--- src/rtl/intr_ctrl.sv ---
// intr_ctrl: programmable interrupt controller driving the CPU's single
// external interrupt line.
//
// Collects N_IRQ asynchronous peripheral requests, synchronizes each one and
// latches it as level- or rising-edge-triggered. The latched requests are
// masked and OR-reduced into the registered o_intr level.
//
// Ports
//   clk           system clock
//   nrst          asynchronous active-low reset
//   i_irq         peripheral requests (async to clk, active-high)
//   o_intr        registered interrupt request to the CPU
//   i_MAddr       bus byte address; bits [3:2] select the register
//   i_MCmd        bus command: 001 write, 010 read, anything else idle
//   i_MData       bus write data (full word)
//   o_SCmdAccept  combinational accept, high for read or write
//   o_SResp       registered response: 01 (DVA) the cycle after accept
//   o_SData       registered read data, 0 unless answering a read
//
// Register map: 0x0 PEND (W1C for edge bits), 0x4 MASK, 0x8 EDGE,
// 0xC VEC (read only: bit31 any active, bits[4:0] lowest active index).
module intr_ctrl #(
    parameter int N_IRQ = 8
) (
    input  logic             clk,
    input  logic             nrst,
    input  logic [N_IRQ-1:0] i_irq,
    output logic             o_intr,
    input  logic [31:0]      i_MAddr,
    input  logic [2:0]       i_MCmd,
    input  logic [31:0]      i_MData,
    output logic             o_SCmdAccept,
    output logic [1:0]       o_SResp,
    output logic [31:0]      o_SData
);

    localparam logic [2:0] CMD_WR    = 3'b001;
    localparam logic [2:0] CMD_RD    = 3'b010;
    localparam logic [1:0] RESP_NULL = 2'b00;
    localparam logic [1:0] RESP_DVA  = 2'b01;
    localparam logic [1:0] SEL_PEND  = 2'd0;
    localparam logic [1:0] SEL_MASK  = 2'd1;
    localparam logic [1:0] SEL_EDGE  = 2'd2;
    localparam logic [1:0] SEL_VEC   = 2'd3;

    // Lowest set bit index of v, 0 when v is empty. Scanning from the top
    // down lets the lowest index overwrite any higher one.
    function automatic logic [4:0] lowest_idx(input logic [N_IRQ-1:0] v);
        logic [4:0] idx;
        idx = 5'd0;
        for (int i = N_IRQ - 1; i >= 0; i--) begin
            if (v[i]) begin
                idx = i[4:0];
            end else begin
                idx = idx;
            end
        end
        return idx;
    endfunction

    logic [N_IRQ-1:0] sync1_r;
    logic [N_IRQ-1:0] sync2_r;
    logic [N_IRQ-1:0] prev_r;
    logic [N_IRQ-1:0] pend_r;
    logic [N_IRQ-1:0] mask_r;
    logic [N_IRQ-1:0] edge_r;
    logic             intr_r;
    logic [1:0]       sresp_r;
    logic [31:0]      sdata_r;

    logic [N_IRQ-1:0] pend_next_s;
    logic [N_IRQ-1:0] active_s;
    logic [N_IRQ-1:0] wdata_s;
    logic [31:0]      rdata_s;
    logic [1:0]       sel_s;
    logic             wr_s;
    logic             rd_s;
    logic             unused_s;

    assign wr_s         = (i_MCmd == CMD_WR);
    assign rd_s         = (i_MCmd == CMD_RD);
    assign o_SCmdAccept = wr_s | rd_s;
    assign sel_s        = i_MAddr[3:2];
    assign wdata_s      = i_MData[N_IRQ-1:0];
    assign active_s     = pend_r & mask_r;
    assign o_intr       = intr_r;
    assign o_SResp      = sresp_r;
    assign o_SData      = sdata_r;
    // Address bits outside [3:2] and write bits above N_IRQ carry no meaning.
    assign unused_s     = ^{i_MAddr[31:4], i_MAddr[1:0], i_MData};

    // Pending next state: level bits mirror sync2, edge bits set on a rising
    // edge and clear on W1C, with a same-cycle edge taking precedence.
    always_comb begin
        pend_next_s = pend_r;
        for (int i = 0; i < N_IRQ; i++) begin
            if (edge_r[i]) begin
                if (sync2_r[i] && !prev_r[i]) begin
                    pend_next_s[i] = 1'b1;
                end else if (wr_s && (sel_s == SEL_PEND) && wdata_s[i]) begin
                    pend_next_s[i] = 1'b0;
                end else begin
                    pend_next_s[i] = pend_r[i];
                end
            end else begin
                pend_next_s[i] = sync2_r[i];
            end
        end
    end

    // Read mux over the current (pre-write) register contents.
    always_comb begin
        rdata_s = 32'd0;
        case (sel_s)
            SEL_PEND: rdata_s[N_IRQ-1:0] = pend_r;
            SEL_MASK: rdata_s[N_IRQ-1:0] = mask_r;
            SEL_EDGE: rdata_s[N_IRQ-1:0] = edge_r;
            SEL_VEC: begin
                rdata_s[31]  = |active_s;
                rdata_s[4:0] = lowest_idx(active_s);
            end
            default: rdata_s = 32'd0;
        endcase
    end

    // Two-flop synchronizer plus the previous-sample register for edge detect.
    always_ff @(posedge clk or negedge nrst) begin
        if (!nrst) begin
            sync1_r <= '0;
            sync2_r <= '0;
            prev_r  <= '0;
        end else begin
            sync1_r <= i_irq;
            sync2_r <= sync1_r;
            prev_r  <= sync2_r;
        end
    end

    // MASK and EDGE configuration registers.
    always_ff @(posedge clk or negedge nrst) begin
        if (!nrst) begin
            mask_r <= '0;
            edge_r <= '0;
        end else begin
            if (wr_s && (sel_s == SEL_MASK)) begin
                mask_r <= wdata_s;
            end else begin
                mask_r <= mask_r;
            end
            if (wr_s && (sel_s == SEL_EDGE)) begin
                edge_r <= wdata_s;
            end else begin
                edge_r <= edge_r;
            end
        end
    end

    // Pending register and the interrupt level derived from it.
    always_ff @(posedge clk or negedge nrst) begin
        if (!nrst) begin
            pend_r <= '0;
            intr_r <= 1'b0;
        end else begin
            pend_r <= pend_next_s;
            intr_r <= |active_s;
        end
    end

    // One DVA per accepted command, read data only for reads.
    always_ff @(posedge clk or negedge nrst) begin
        if (!nrst) begin
            sresp_r <= RESP_NULL;
            sdata_r <= 32'd0;
        end else begin
            sresp_r <= o_SCmdAccept ? RESP_DVA : RESP_NULL;
            sdata_r <= rd_s ? rdata_s : 32'd0;
        end
    end

endmodule

--- config.mk ---
export PLATFORM = sky130hd
export DESIGN_NAME = intr_ctrl
export DESIGN_NICKNAME = d
export VERILOG_FILES = /design/src/rtl/intr_ctrl.sv
export SDC_FILE = /design/constraint.sdc
export NUM_CORES = 1
export LEC_CHECK = 0
export CAP_MARGIN = 40
export CORE_MARGIN = 2
export CORE_UTILIZATION = 44
export DETAILED_ROUTE_END_ITERATION = 10
export PLACE_DENSITY = 0.85
export SYNTH_ARGS = -nofsm -noshare
export SYNTH_HDL_FRONTEND = slang
export SYNTH_SLANG_ARGS = --single-unit
--- constraint.sdc ---
create_clock -name clk -period 3.15 [get_ports clk]
set_input_delay 0.63 -clock clk [delete_from_list [all_inputs] [get_ports clk]]
set_output_delay 0.63 -clock clk [all_outputs]
set_load 0.01 [all_outputs]
==> results of run 1 <==
[stage by stage]
step / setup slack [ps] / cell area [µm²]
finish: 470.7 / 2984
floorplan: 1278 / 2531
global route: 382.7 / 2984
global placement: 512.8 / 2790
CTS: 454.8 / 2984
detailed placement: 456.0 / 2790
[state kept, by name (all words and copies together) (netlist names)]
register / count
o_SResp: 1
o_SData: 9
edge_r: 8
prev_r: 8
pend_r: 8
sync2_r: 8
sync1_r: 8
mask_r: 8
o_intr: 1
[metal layers]
layer	vias up	track usage
li1	730	-
met1	757	0.1827
met2	56	0.2496
met3	17	0.05632
met4	0	0.08772
met5	-	0
[worst max-delay path: stages]
cell and delay [ps]:
clkdlybuf4s50_1 410, nand2b_1 210, a21oi_1 220, clkdlybuf4s50_1 570
[cell type report]
| class | instances | area, µm² | share of cell area |
|---|---|---|---|
| Tap cell | 72 | 90.09 | 0.03019 |
| Clock buffer | 13 | 158.9 | 0.05325 |
| Clock inverter | 2 | 35.03 | 0.01174 |
| Timing Repair Buffer | 40 | 380.4 | 0.1275 |
| Inverter | 5 | 18.77 | 0.006289 |
| Multi-Input combinational cell | 128 | 824.5 | 0.2763 |
| Sequential cell | 59 | 1476 | 0.4948 |
[final timing paths]
path,cells after the start,from,end,slack (ps)
max,4,i_MCmd[1],o_SCmdAccept,470
max reg2reg,4,pend_r[3],o_SData[2],1690
min in group clk,0,sync1_r[2],sync2_r[2],350
max in group asynchronous,2,nrst,pend_r[3],2190
min,1,nrst,sync1_r[6],270
min reg2reg,0,sync1_r[2],sync2_r[2],350
[placed cells by master (no fill, tap or decap), types with 2 or more instances in the layout]
cell type | Yosys | final
dfrtp_1 | 59 | 59
clkdlybuf4s50_1 | 0 | 33
conb_1 | 1 | 24
nand2_1 | 23 | 23
nor2_1 | 13 | 13
clkbuf_8 | 0 | 11
a21oi_1 | 10 | 10
a32o_1 | 8 | 8
mux2_4 | 8 | 8
mux2_2 | 7 | 7
mux2i_1 | 6 | 6
buf_4 | 25 | 6
inv_1 | 4 | 4
nor3_1 | 4 | 4
nand2b_1 | 3 | 3
a22oi_1 | 3 | 3
a211oi_1 | 2 | 2
o21ai_0 | 2 | 2
clkbuf_1 | 2 | 2
[cell families (layout without fill, tap and decap cells)]
kind of cell           Yosys count  count (layout)
buffers and inverters           34              60
DFF                             59              59
muxes                           22              22
AOI/OAI and AO/OA               31              31
and+or+nand+nor                 51              51
other                            1              24
[where the power goes]
group	total (mW)	switching [mW]	internal, mW	leakage, nW
Sequential	0.941	0.0890	0.852	0.716
Combinational	0.288	0.127	0.161	0.545
Clock	0.673	0.270	0.403	0.0995
==> impl_metrics.yaml, run 1 <==
outcome:
  status: "complete, no violations"
detailed_routing:
  wl_met2_um: 2073
  ant_nets: 0
  num_vias: 1560
  top_layer_used: "met4"
  wl_met1_um: 1897
  route.detailed.drc: 0
  first_pass_iters: 4
  met3_length_um: 264
  post_drt_wl_per_cell_um: 13.73
  drtIter0Drc: 112
  drt_wl_total_um: 4381
  via_per_inst: 4.890
clocking:
  ctsLongestPathBuffers: 2
  cts_sinks: 59
  cts_setup_buffers: 0
  cts_tree: "done"
  numCtsBuffers: 9
  htreeDepth: 3
  cts_resized: 0
  clk_root_buffer_cell: "clkbuf_8"
  clock_latency_ps: 340
  cts.reportedPaths.clkPinSlew_ps: 60
  cts_hold_buf: 0
global_route:
  track_usage: 0.1565
  grt_max_degree: 26
  grt_overflow: 0
  grt_pass1_vias: 1534
  antenna_found_initial: 0
  grt_pass1_wl_um: 7176
synth:
  synth_top_cell_by_area: "dfrtp_1"
  synth_seq_cells: 59
  synth-simple-area-share: 0.09672
  synth_mux_area_frac: 0.1105
  yosysTopAreaCellShare: 0.6039
  seq_area_frac_synth: 0.6039
  yosys.cell_types.count: 35
  synth-async-reset-ratio: 1.000
  synth_commonest_cells: "dfrtp_1, buf_4, nand2_1"
  synthAdderAreaFrac: 0
  syn_inst: 198
  yosysMostFrequentCell: "dfrtp_1"
  netlist_top_cells_area: "dfrtp_1, buf_4, mux2_4"
  synth_edf_count: 0
  synth.avg_cell_area_um2: 12.35
  synthXorXnorAreaFrac: 0
  synth_top_family_by_area: "multiplexers"
  syn_area_um2: 2445
  synth_flop_cell: "dfrtp_1"
  synth_compound_area_frac: 0.09314
  synth_warnings: 0
floorplanning:
  core-area_um2: 5439
  die_w_um: 78.54
  die-area_um2: 6169
  row_count: 27
  boundaryPins: 113
  die_h_um: 78.54
  start_util: 0.4495
worst_setup_path:
  cp-end-kind: "output port"
  worstPathArrival_ps: 2050
  crit_type: "in -> out"
  path_max_fanout: 4
  cp.required_ps: 2520
  start_kind: "input port"
sta:
  period_minus_slack_ps: 2679
  finalHoldViolCount: 0
  fmax_ghz: 0.3732
  period_share: 0.8506
  rsz0062_at_grt: "false"
  slew_headroom: 0.5810
  worst_slew_pin_slew_ps: 628.5
  setup_violations: 0
  fin_worst_skew_ps: 6.240
  drv_slew: 0
  setup_tns_ps: 0
  whs_ps: 272.9
power:
  power_density_nw_per_um2: 637.7
  ir_drop_mv: 0.2850
  leakagePower_nw: 1.360
  finalPower_mw: 1.903
worst_hold_path:
  hold_path.class: "in -> async"
finish:
  nets: 320
  num-fill-cells: 444
  instances_no_fill: 319
  fin_util: 0.5487
  antenna_cells: 0
  area_growth_pct: 22.06
  drive_gt1_frac: 0.1538
job:
  drv_cap: 0
placed_design:
  io_buffers: 34
  routabilityCongestion: 0.8080
  dp.cells: 304
  dp_hpwl_um: 3139
No activity file was read; power rests on OpenSTA's default activity.
==> inputs of run 2 (changes only) <==
- CORE_MARGIN: 2 -> unset
==> run 2 against run 1 <==
Clock-buffer cell count decreased by 2; clock power decreased by 15%; setup slack got worse by 4.7 ps; hold slack got worse by 72 ps; cell count decreased by 0.31%; via count unchanged; largest cell class unchanged; highest routed layer unchanged.
==> impl_metrics.yaml, run 2 (synthesis results as in run 1) <==
worst_setup_path:
  path_max_fanout: 4
  worstPathArrival_ps: 2050
  r2r_slack_ps: 1680
  crit_type: "in -> out"
  start_kind: "input port"
  cp-end-kind: "output port"
  r2r_cells: 4
  r2r-end: "o_SData[2]"
  rr_startpoint: "pend_r[1]"
  cp.required_ps: 2520
sta:
  finalHoldViolCount: 0
  setup_violations: 0
  fin_worst_skew_ps: 9.513
  slew_headroom: 0.5813
  period_share: 0.8520
  fmax_ghz: 0.3726
  worst_slew_pin_slew_ps: 628.0
  whs_ps: 200.8
  drv_slew: 0
  period_minus_slack_ps: 2684
  setup_tns_ps: 0
  rsz0062_at_grt: "false"
detailed_routing:
  drtIter0Drc: 91
  post_drt_wl_per_cell_um: 13.75
  ant_nets: 0
  route.detailed.drc: 0
  via_per_inst: 4.906
  drt_wl_total_um: 4372
  first_pass_iters: 4
  num_vias: 1560
floorplanning:
  row_count: 26
  core-area_um2: 5238
  die_h_um: 76.54
  boundaryPins: 113
  start_util: 0.4668
  die_w_um: 76.54
  die-area_um2: 5858
power:
  finalPower_mw: 1.805
  leakagePower_nw: 1.345
  ir_drop_mv: 0.3008
  power_density_nw_per_um2: 609.5
clocking:
  cts_hold_buf: 0
  ctsLongestPathBuffers: 2
  clock_latency_ps: 340
  cts.reportedPaths.clkPinSlew_ps: 70
  cts_resized: 0
  cts_sinks: 59
  cts_tree: "done"
  clk_root_buffer_cell: "clkbuf_8"
  cts_setup_buffers: 0
  htreeDepth: 3
  numCtsBuffers: 9
placed_design:
  routabilityCongestion: 0.8327
  dpl_cell_area_um2: 2800
  dp_hpwl_um: 3101
  io_buffers: 34
global_route:
  grt_max_degree: 31
  grt_pass1_vias: 1522
  grt_pass1_wl_um: 7417
  antenna_found_initial: 0
  grt_overflow: 0
  track_usage: 0.1701
finish:
  fin_util: 0.5655
  area_growth_pct: 21.14
  num-fill-cells: 445
  final_common_cell: "dfrtp_1"
  fin_area_um2: 2962
  layout_common_cells: "dfrtp_1, clkdlybuf4s50_1, conb_1"
  largest_register_ffs: 9
  nets: 320
  drive_gt1_frac: 0.1573
  antenna_cells: 0
worst_hold_path:
  hold_path.class: "in -> async"
job:
  drv_cap: 0
outcome:
  status: "complete, no violations"
run 2: changes by cell type in the layout (fill, tap and decap cells not counted), sizes merged:
cell / delta
clkinvlp: +2
clkinv: +2
clkbuf: -2
bufinv: -1
run 2: critical path, cell delays in order:
cell	delay (ps)
clkdlybuf4s50_1	420
nand2b_1	210
a21oi_1	220
clkdlybuf4s50_1	570
run 2: layout make-up:
cell class | count | area, µm² | share of cell area
Tap cell | 70 | 87.58 | 0.02957
Multi-Input combinational cell | 128 | 824.5 | 0.2784
Timing Repair Buffer | 40 | 392.9 | 0.1327
Inverter | 5 | 18.77 | 0.006337
Clock inverter | 5 | 30.03 | 0.01014
Sequential cell | 59 | 1476 | 0.4985
Clock buffer | 11 | 131.4 | 0.04436
run 2: worst max-delay path by stage:
stage / to / from / slack, ps
2_1_floorplan: mask_r[0] / i_MAddr[2] / 1280
3_3_place_gp: o_SCmdAccept / i_MCmd[1] / 520
3_5_place_dp: o_SCmdAccept / i_MCmd[1] / 470
4_1_cts: o_SCmdAccept / i_MCmd[1] / 470
5_1_grt: o_SCmdAccept / i_MCmd[1] / 390
6_report: o_SCmdAccept / i_MCmd[1] / 470
run 2: power breakdown:
part | total, mW | switching, mW | internal (mW)
logic | 0.292 | 0.129 | 0.163
clock network | 0.571 | 0.291 | 0.281
registers | 0.942 | 0.0900 | 0.852
total | 1.81 | 0.509 | 1.30
run 2: through the flow:
| step | instances | worst slack, ps |
|---|---|---|
| 2_1_floorplan | 221 | 1278 |
| 3_3_place_gp | 301 | 518.8 |
| 3_5_place_dp | 302 | 467.7 |
| 4_1_cts | 318 | 466.5 |
| 5_1_grt | 318 | 386.4 |
| 6_report | 318 | 466.1 |
run 2: layer usage:
layer  GRT usage  wire length, µm  part of all wire
met3     0.06707              243             0.056
met4     0.06923               51             0.012
met1      0.2143             2014              0.46
met5           0                0                 0
met2      0.2613             2062              0.47
==> inputs of run 3 (changes only) <==
- CORE_ASPECT_RATIO: unset -> 1.2
- SKIP_LAST_GASP: unset -> 1
==> run 3 against run 2 <==
Critical endpoint unchanged; sequential share of layout area is 0.46 points lower; routed wire length is 3.6% lower; clock-buffer cell count increased by 4; largest cell class unchanged; die area about the same; non-clock buffer count shrank 1; sequential power barely moved.
==> impl_metrics.yaml, run 3 (synthesis results as in run 1) <==
power:
  leakagePower_nw: 1.364
  seq_power_share: 0.487
  power_density_nw_per_um2: 645.7
  p_sw_uw: 483.9
  p_sw_frac: 0.2507
  ir_drop_mv: 0.2734
  clkPwrFrac: 0.363
  p_int_mw: 1.446
  p_comb_frac: 0.150
detailed_routing:
  first_pass_iters: 4
  ant_nets: 0
  via_per_inst: 4.964
  route.detailed.drc: 0
  drt_wl_total_um: 4215
  drtIter0Drc: 127
  post_drt_wl_per_cell_um: 13.64
  num_vias: 1534
clocking:
  ctsLongestPathBuffers: 2
  cts.reportedPaths.clkPinSlew_ps: 60
  cts_tree: "done"
  cts_setup_buffers: 0
  htreeDepth: 3
  cts_sinks: 59
  numCtsBuffers: 9
  clock_latency_ps: 340
  clk_root_buffer_cell: "clkbuf_8"
  cts_resized: 0
  cts_hold_buf: 0
global_route:
  track_usage: 0.1632
  grt_max_degree: 32
  grt_overflow: 0
  grt_pass1_wl_um: 7072
  antenna_found_initial: 0
  grt_pass1_vias: 1480
finish:
  final_common_cell: "dfrtp_1"
  layout_common_cells: "dfrtp_1, clkdlybuf4s50_1, conb_1"
  nets: 319
  multiInputGateArea_um2: 824.5
  largest_register_ffs: 9
  fin_area_um2: 2989
  regArea_um2: 1476
  drive_gt1_frac: 0.1498
  antenna_cells: 0
  num-fill-cells: 447
  area_growth_pct: 22.26
floorplanning:
  die_h_um: 83.66
  core-area_um2: 5334
  row_count: 29
  boundaryPins: 113
  die-area_um2: 5860
  die_w_um: 70.05
  start_util: 0.4584
sta:
  fmax_ghz: 0.3740
  fin_worst_skew_ps: 5.839
  finalHoldViolCount: 0
  slew_headroom: 0.6182
  drv_slew: 0
  period_minus_slack_ps: 2674
  worst_slew_pin_slew_ps: 572.7
  setup_tns_ps: 0
  setup_violations: 0
  period_share: 0.8489
  rsz0062_at_grt: "false"
worst_hold_path:
  hold_path.class: "in -> async"
worst_setup_path:
  cp.required_ps: 2520
  path_max_fanout: 4
  worst_path_largest_cell_delay_ps: 570
  crit_top_cell: "clkdlybuf4s50_1"
  start_kind: "input port"
  slowest_stage: "clkdlybuf4s50_1"
  crit_type: "in -> out"
  worstPathArrival_ps: 2040
  cp-end-kind: "output port"
  worstPathCellList: "clkdlybuf4s50_1 > nand2b_1 > a21oi_1 > clkdlybuf4s50_1"
job:
  drv_cap: 0
placed_design:
  io_buffers: 34
  dpl_cell_area_um2: 2783
  routabilityCongestion: 0.8735
  dp_hpwl_um: 3075
outcome:
  status: "complete, no violations"
run 3: cell types whose count changed in the layout (fill, tap and decap cells not counted):
cell	delta
bufinv_16	+1
clkbuf_8	+3
clkinv_2	-3
clkinvlp_4	-2
clkbuf_1	+1
buf_4	-1
run 3: cell type report:
| type | count | share of cell area |
|---|---|---|
| multi-input combinational | 128 | 0.2758 |
| clock inverter | 1 | 0.01005 |
| sequential | 59 | 0.4939 |
| inverter | 5 | 0.006279 |
| timing repair buffer | 39 | 0.1289 |
| clock buffer | 15 | 0.05902 |
| tap | 62 | 0.02595 |
run 3: worst max-delay path, delay by kind of cell:
kind / cells / cell delay (ps)
buffers and inverters: 2 / 980
AND/OR/NAND/NOR: 1 / 220
AO/OA/AOI/OAI: 1 / 220
run 3: stage by stage:
stage | hold WS [ps] | utilization | cells | setup WS [ps] | power, mW
finish | 207.2 | 0.5604 | 309 | 476.0 | 1.930
global route | 232.5 | 0.5604 | 309 | 409.0 | 2.033
CTS | 204.3 | 0.5604 | 309 | 467.1 | 1.950
detailed placement | 335.5 | 0.5217 | 293 | 474.2 | 1.243
global placement | 331.8 | 0.5179 | 292 | 485.6 | 1.223
floorplan | 331.2 | - | 221 | 1278 | 1.141
run 3: worst paths after layout:
kind	to	startpoint	cells after the start	slack [ps]
worst max-delay path	o_SCmdAccept	i_MCmd[1]	4	480
max in group asynchronous	o_intr	nrst	3	2220
worst min-delay path	prev_r[1]	nrst	1	210
worst max register to register	o_SData[2]	pend_r[1]	4	1690
worst min register to register	sync2_r[2]	sync1_r[2]	0	340
min in group clk	sync2_r[2]	sync1_r[2]	0	340
run 3: power groups by stage:
stage / Sequential, mW / Combinational (mW) / Clock [mW]
after floorplan: 0.930 / 0.211 / 0
after global placement: 0.948 / 0.275 / 0
after detailed placement: 0.952 / 0.291 / 0
after CTS: 0.939 / 0.292 / 0.719
after global routing: 0.953 / 0.321 / 0.759
final: 0.941 / 0.290 / 0.700
run 3: metal layers:
layer / vias up / GRT usage / share of wire / routed length [µm]
met5: - / 0 / 0 / 0
met4: 0 / 0.1255 / 0.038 / 160
met3: 16 / 0.05193 / 0.058 / 246
met2: 56 / 0.2413 / 0.49 / 2077
met1: 737 / 0.1964 / 0.41 / 1730
li1: 725 / - / - / -
